`config.mk`:
```
export PLATFORM = sky130hd
export DESIGN_NAME = alu_multicycle_exec
export DESIGN_NICKNAME = d
export VERILOG_FILES = /design/src/rtl/alu_multicycle_exec.sv
export SDC_FILE = /design/constraint.sdc
export NUM_CORES = 1
export LEC_CHECK = 0
export ABC_AREA = 1
export BUFFER_PORTS_ARGS = -buffer_cell sky130_fd_sc_hd__buf_2
export CAP_MARGIN = 40
export CORE_ASPECT_RATIO = 1.5
export CORE_MARGIN = 2
export CORE_UTILIZATION = 40
export CTS_CLUSTER_DIAMETER = 150
export CTS_CLUSTER_SIZE = 14
export DETAILED_ROUTE_END_ITERATION = 8
export GPL_TIMING_DRIVEN = 0
export PLACE_DENSITY = 0.69
export SLEW_MARGIN = 10
export SYNTH_ARGS = -nofsm -noshare
export SYNTH_HDL_FRONTEND = slang
export SYNTH_SLANG_ARGS = --single-unit
```
`constraint.sdc`:
```
create_clock -name clk -period 6.55 [get_ports clk]
set_input_delay 0.655 -clock clk [delete_from_list [all_inputs] [get_ports clk]]
set_output_delay 0.655 -clock clk [all_outputs]
set_load 0.02 [all_outputs]
```
`src/rtl/alu_multicycle_exec.sv`:
```
// alu_multicycle_exec
//   Execute-stage ALU driven by the 3-bit ALUControl code from the ALU decoder.
//   Add and sub finish in one cycle. Mul (shift-add) and unsigned div
//   (restoring) iterate one bit per cycle. The start/busy/done handshake lets
//   pipeline control stall while a mul or div is in flight.
//
//   Optional feature macro: ALU_FAST_MUL_EN
//     When defined, mul uses a single-cycle WIDTHxWIDTH multiplier and goes
//     through EXEC (latency 1). When undefined, mul uses the iterative path
//     (latency WIDTH+1) and no hard multiplier is inferred.
//
// Ports
//   clk, rst     rising-edge clock; asynchronous active-high reset
//   start        request, accepted only while busy=0
//   ALUControl   000 add, 001 sub, 010 mul, 011 div; any other code adds
//   SrcA, SrcB   operands (dividend, divisor); captured on the accept edge
//   busy         an operation is in progress
//   done         one-cycle pulse: result, flags and DivZero are valid
//   ALUResult    sum, difference, low product or quotient
//   Remainder    div remainder; 0 for every other op
//   Flags        {N,Z,C,V} of ALUResult
//   DivZero      set together with done for a div whose SrcB was 0
module alu_multicycle_exec #(
  parameter int WIDTH = 32
) (
  input  logic             clk,
  input  logic             rst,
  input  logic             start,
  input  logic [2:0]       ALUControl,
  input  logic [WIDTH-1:0] SrcA,
  input  logic [WIDTH-1:0] SrcB,
  output logic             busy,
  output logic             done,
  output logic [WIDTH-1:0] ALUResult,
  output logic [WIDTH-1:0] Remainder,
  output logic [3:0]       Flags,
  output logic             DivZero
);

  localparam int CW = $clog2(WIDTH + 1);

  localparam logic [2:0] OP_SUB = 3'b001;
  localparam logic [2:0] OP_MUL = 3'b010;
  localparam logic [2:0] OP_DIV = 3'b011;

  typedef enum logic [1:0] {IDLE, EXEC, MUL, DIV} state_e;

  state_e           state_q, state_d;
  logic [CW-1:0]    cnt_q, cnt_d;
  logic [2:0]       op_q, op_d;
  logic [WIDTH-1:0] a_q, a_d;
  logic [WIDTH-1:0] b_q, b_d;
  // Shared iteration register. mul: {high partial product, remaining
  // multiplier bits}. div: {partial remainder, dividend/quotient bits}.
  logic [2*WIDTH-1:0] acc_q, acc_d;
  logic             done_q, done_d;
  logic [WIDTH-1:0] result_q, result_d;
  logic [WIDTH-1:0] rem_q, rem_d;
  logic [3:0]       flags_q, flags_d;
  logic             dz_q, dz_d;

  // One-cycle arithmetic on the captured operands.
  logic [WIDTH:0]   add_sum, sub_sum;
  logic             add_v, sub_v;
  assign add_sum = {1'b0, a_q} + {1'b0, b_q};
  assign sub_sum = {1'b0, a_q} + {1'b0, ~b_q} + (WIDTH+1)'(1);
  assign add_v   = (a_q[WIDTH-1] == b_q[WIDTH-1]) && (add_sum[WIDTH-1] != a_q[WIDTH-1]);
  assign sub_v   = (a_q[WIDTH-1] != b_q[WIDTH-1]) && (sub_sum[WIDTH-1] != a_q[WIDTH-1]);

  // Shift-add step: add the multiplicand into the high half when the low
  // multiplier bit is set, then shift the whole register right by one.
  logic [WIDTH:0]     mul_sum;
  logic [2*WIDTH-1:0] mul_next;
  assign mul_sum  = {1'b0, acc_q[2*WIDTH-1:WIDTH]} + (acc_q[0] ? {1'b0, b_q} : '0);
  assign mul_next = {mul_sum, acc_q[WIDTH-1:1]};

  // Restoring step: shift the next dividend bit into the remainder and trial
  // subtract. The remainder stays below the divisor, so it fits in WIDTH+1
  // bits and the MSB of the trial is the borrow.
  logic [WIDTH:0]     div_trial;
  logic [2*WIDTH-1:0] div_next;
  assign div_trial = acc_q[2*WIDTH-1:WIDTH-1] - {1'b0, b_q};
  assign div_next  = div_trial[WIDTH] ? {acc_q[2*WIDTH-2:0], 1'b0}
                                      : {div_trial[WIDTH-1:0], acc_q[WIDTH-2:0], 1'b1};

`ifdef ALU_FAST_MUL_EN
  logic [2*WIDTH-1:0] fast_prod;
  assign fast_prod = {{WIDTH{1'b0}}, a_q} * {{WIDTH{1'b0}}, b_q};
`endif

  logic             fin;
  logic [WIDTH-1:0] fin_res, fin_rem;
  logic             fin_c, fin_v, fin_dz;

  always_comb begin
    state_d  = state_q;
    cnt_d    = cnt_q;
    op_d     = op_q;
    a_d      = a_q;
    b_d      = b_q;
    acc_d    = acc_q;
    done_d   = 1'b0;
    result_d = result_q;
    rem_d    = rem_q;
    flags_d  = flags_q;
    dz_d     = dz_q;
    fin      = 1'b0;
    fin_res  = '0;
    fin_rem  = '0;
    fin_c    = 1'b0;
    fin_v    = 1'b0;
    fin_dz   = 1'b0;

    unique case (state_q)
      IDLE: begin
        if (start) begin
          op_d  = ALUControl;
          a_d   = SrcA;
          b_d   = SrcB;
          acc_d = {{WIDTH{1'b0}}, SrcA};
          cnt_d = CW'(WIDTH);
          case (ALUControl)
`ifdef ALU_FAST_MUL_EN
            OP_MUL:  state_d = EXEC;
`else
            OP_MUL:  state_d = MUL;
`endif
            // Divide by zero resolves in EXEC without iterating.
            OP_DIV:  state_d = (SrcB == '0) ? EXEC : DIV;
            default: state_d = EXEC;
          endcase
        end
      end
      EXEC: begin
        fin     = 1'b1;
        state_d = IDLE;
        case (op_q)
          OP_SUB: begin
            fin_res = sub_sum[WIDTH-1:0];
            fin_c   = sub_sum[WIDTH];
            fin_v   = sub_v;
          end
          OP_DIV: begin
            fin_res = '1;
            fin_rem = a_q;
            fin_dz  = 1'b1;
          end
`ifdef ALU_FAST_MUL_EN
          OP_MUL: begin
            fin_res = fast_prod[WIDTH-1:0];
            fin_c   = |fast_prod[2*WIDTH-1:WIDTH];
          end
`endif
          default: begin
            fin_res = add_sum[WIDTH-1:0];
            fin_c   = add_sum[WIDTH];
            fin_v   = add_v;
          end
        endcase
      end
      MUL: begin
        if (cnt_q != '0) begin
          acc_d = mul_next;
          cnt_d = cnt_q - CW'(1);
        end else begin
          fin     = 1'b1;
          state_d = IDLE;
          fin_res = acc_q[WIDTH-1:0];
          fin_c   = |acc_q[2*WIDTH-1:WIDTH];
        end
      end
      DIV: begin
        if (cnt_q != '0) begin
          acc_d = div_next;
          cnt_d = cnt_q - CW'(1);
        end else begin
          fin     = 1'b1;
          state_d = IDLE;
          fin_res = acc_q[WIDTH-1:0];
          fin_rem = acc_q[2*WIDTH-1:WIDTH];
        end
      end
      default: state_d = IDLE;
    endcase

    // Result registers change only on completion, so they hold from one
    // done to the next.
    if (fin) begin
      done_d   = 1'b1;
      result_d = fin_res;
      rem_d    = fin_rem;
      dz_d     = fin_dz;
      flags_d  = {fin_res[WIDTH-1], (fin_res == '0), fin_c, fin_v};
    end
  end

  always_ff @(posedge clk or posedge rst) begin
    if (rst) begin
      state_q  <= IDLE;
      cnt_q    <= '0;
      op_q     <= '0;
      a_q      <= '0;
      b_q      <= '0;
      acc_q    <= '0;
      done_q   <= 1'b0;
      result_q <= '0;
      rem_q    <= '0;
      flags_q  <= '0;
      dz_q     <= 1'b0;
    end else begin
      state_q  <= state_d;
      cnt_q    <= cnt_d;
      op_q     <= op_d;
      a_q      <= a_d;
      b_q      <= b_d;
      acc_q    <= acc_d;
      done_q   <= done_d;
      result_q <= result_d;
      rem_q    <= rem_d;
      flags_q  <= flags_d;
      dz_q     <= dz_d;
    end
  end

  assign busy      = (state_q != IDLE);
  assign done      = done_q;
  assign ALUResult = result_q;
  assign Remainder = rem_q;
  assign Flags     = flags_q;
  assign DivZero   = dz_q;

endmodule
```
==> results.sh <==
export IMPL_status="finished clean"
export IMPL_antenna_cells=0
export IMPL_finalSetupTns_ns=0
export IMPL_fin_crit_ns=3.75
export IMPL_worst_ep_required_time_ns=6.96
export IMPL_dr_pass1_iters=5
export IMPL_grt_antenna_before_repair=3
export IMPL_wl_per_cell_um=22.6
export IMPL_r2r_slack_ns=2.80
export IMPL_areaGrowthSynthToFinish_pct=10.3
export IMPL_place_inst=3837
export IMPL_gp_congestion=1.03
export IMPL_grt_max_degree=106
export IMPL_finalSetupViolCount=0
export IMPL_grt_pass1_vias=20900
export IMPL_cts_sinks=208
export IMPL_initial_utilization_pct=40.4
export IMPL_cts_resized_gates=0
export IMPL_post_cts_setup_buffers=0
export IMPL_cts_buffers=18
export IMPL_grtUsageMet1_pct=36.8
export IMPL_nets=3467
export IMPL_drv_slew=0
export IMPL_synthTopCellsByArea="dfrtp_1 27%, nand2_1 19%, inv_1 9.4%"
export IMPL_numPortBuffers=140
export IMPL_path_clk_slew_ns=0.08
export IMPL_critPathCaptureType="flip-flop"
export IMPL_ys_ff_latch=208
export IMPL_row_count=98
export IMPL_dpl_hpwl_um=72700
export IMPL_gr_total_overflow=0
export IMPL_cp_start_kind="flip-flop"
export IMPL_cts_hold_buf=0
export IMPL_timing_hold_ws_ns=0.242
export IMPL_grt_total_usage_pct=34.8
export IMPL_use_met3_pct=3.12
export IMPL_drtIter0Drc=1841
export IMPL_netlist_area_um2=19300
export IMPL_cts_tree="done"
export IMPL_drc=0
export IMPL_cp_arrival_ns=4.16
export IMPL_viasPerCell=5.55
export IMPL_postLayoutCoreUtil_pct=44.6
export IMPL_synthCells=3091
export IMPL_grt_setup_unrepaired="no"
export IMPL_h_tree_depth=1
export IMPL_synth_top_cell_by_area="dfrtp_1"
export IMPL_yosysSeqAreaShare_pct=27.0
export IMPL_cp_max_fo=10
export IMPL_grt_pass1_wl_um=128000
export IMPL_worstMarginPinSlew_ns=1.01
export IMPL_die_w_um=183
export IMPL_clock_skew_ns=0.0137
export IMPL_syn_avg_cell_area_um2=6.24
export IMPL_synth_fp_nets=3301
export IMPL_period_share_pct=57.3
export IMPL_die_h_um=273
export IMPL_clock_latency_ns=0.53
export IMPL_slew_headroom_pct=31.8
export IMPL_root_buffer="clkbuf_16"
export IMPL_max_freq_ghz=0.267
export IMPL_core_um2=47700
export IMPL_fin_cells=3857
export IMPL_die_area_um2=50000
export IMPL_drive_gt1_share_pct=8.41
export IMPL_busiest_layer="met2"
export IMPL_drv_cap=0
export IMPL_fill_cells=5235
export IMPL_yosys_area_top_type_share_pct=27.0
export IMPL_finalHoldViolCount=0
export IMPL_grt_use_met2_pct=58.9
export IMPL_ys_warnings_count=0
export IMPL_wl_um=87300
export IMPL_synth_cell_types=57
export IMPL_vias=21400
export IMPL_ioPinCount=141
export IMPL_hp_class="in2async"
export IMPL_crit_type="reg2reg"
export IMPL_clock_path_buffers=3
export IMPL_ant_nets=0
final timing paths:
path / startpoint / cells after the start / endpoint
setup / recovery: acc_q[0] / 16 / acc_q[45]
hold / removal: rst / 2 / b_q[0]
setup reg to reg: acc_q[0] / 16 / acc_q[45]
hold reg to reg: Remainder[21] / 2 / Remainder[21]
max in group asynchronous: rst / 3 / ALUResult[12]
min in group clk: SrcB[0] / 2 / b_q[0]
worst max-delay path, stage by stage (launching register included):
cell and delay (ns):
dfrtp_1 0.34, clkbuf_1 0.33, clkbuf_1 0.41, nand2_1 0.09, inv_1 0.07, ha_1 0.40
fa_1 0.36, nand3_1 0.09, nand2_1 0.17, a21o_1 0.17, a21oi_1 0.09, o21ai_0 0.39
a21boi_0 0.19, xor2_1 0.20, nor2_1 0.07, nor2_1 0.15, a21oi_1 0.09
cell usage in the layout, fill, tap and decap left out, drive strengths merged, types with 3 or more instances in the layout:
| master | Yosys | layout |
|---|---|---|
| and2 | 9 | 9 |
| ha | 136 | 136 |
| o22ai | 33 | 33 |
| o21a | 4 | 4 |
| a22oi | 3 | 3 |
| a21o | 13 | 13 |
| nand3 | 178 | 178 |
| a32oi | 12 | 12 |
| fa | 4 | 4 |
| clkinv | 2 | 3 |
| nor3 | 39 | 39 |
| nand3b | 3 | 3 |
| nand2 | 960 | 960 |
| nor4 | 17 | 17 |
| o21ai | 298 | 298 |
| dfrtp | 208 | 208 |
| a31oi | 20 | 20 |
| a21oi | 174 | 174 |
| o21bai | 11 | 11 |
| xnor2 | 12 | 12 |
| xor2 | 20 | 20 |
| inv | 493 | 493 |
| nand4 | 36 | 36 |
| a21boi | 3 | 3 |
| buf | 50 | 196 |
| o211ai | 27 | 27 |
| nor2 | 245 | 245 |
| clkbuf | 67 | 86 |
per-stage QoR:
| stage | worst slack [ns] | area (um2) |
|---|---|---|
| after floorplan | 0.214 | 19300 |
| after global placement | -2.36 | 20700 |
| after detailed placement | 2.97 | 20800 |
| after CTS | 2.93 | 21300 |
| after global routing | 2.57 | 21300 |
| final | 2.80 | 21300 |
metal layers:
metal	wire length, um	vias up
li1	-	10200
met1	30700	9946
met2	41100	869
met3	4250	346
met4	11200	4
met5	29	-
cell type report:
| cell class | count | area (um2) | area share [%] |
|---|---|---|---|
| inverters | 495 | 1870 | 8.78 |
| clock inverters | 1 | 16.3 | 0.0764 |
| repair buffers | 146 | 753 | 3.54 |
| well taps | 600 | 751 | 3.53 |
| clock buffers | 19 | 464 | 2.18 |
| plain buffers | 117 | 589 | 2.77 |
| flip-flops and latches | 208 | 5200 | 24.5 |
| multi-input cells | 2271 | 11600 | 54.7 |
state kept, by name (all words and copies together) (netlist names):
name / cells
a_q: 32
state_q: 2
Remainder: 32
b_q: 32
op_q: 3
ALUResult: 32
acc_q: 64
done: 1
cnt_q: 6
Flags: 3
DivZero: 1
cells by family after synthesis:
logic type                 Yosys count  share of synthesized area, %
xor gates and xnor gates            32                          1.45
DFF                                208                          27.0
muxes                                2                         0.117
AOI/OAI and AO/OA                  606                          17.6
adders and majority gates          140                          9.24
buffers and inverters              612                          12.7
and+or+nand+nor                   1491                          31.9
cells in the mapped netlist (all sizes together):
cell type,n
inv,493
xnor2,12
nand3b,3
clkbuf,67
a32oi,12
a22oi,3
nor3,39
nor2,245
o21ai,298
o211ai,27
a21oi,174
and3,2
clkinv,2
o2bb2ai,1
nand2,960
or2,2
o221ai,1
nand4,36
ha,136
dfrtp,208
a211oi,1
nand3,178
a21o,13
a31oi,20
a221oi,1
fa,4
and2,9
nor4,17
o311ai,2
mux2,2
o31ai,2
a21boi,3
o21bai,11
buf,50
xor2,20
o21a,4
o22ai,33
Power is left out: the tool's default activity adds up to more than one toggle a clock period on the data nets, which glitch-free logic cannot reach.
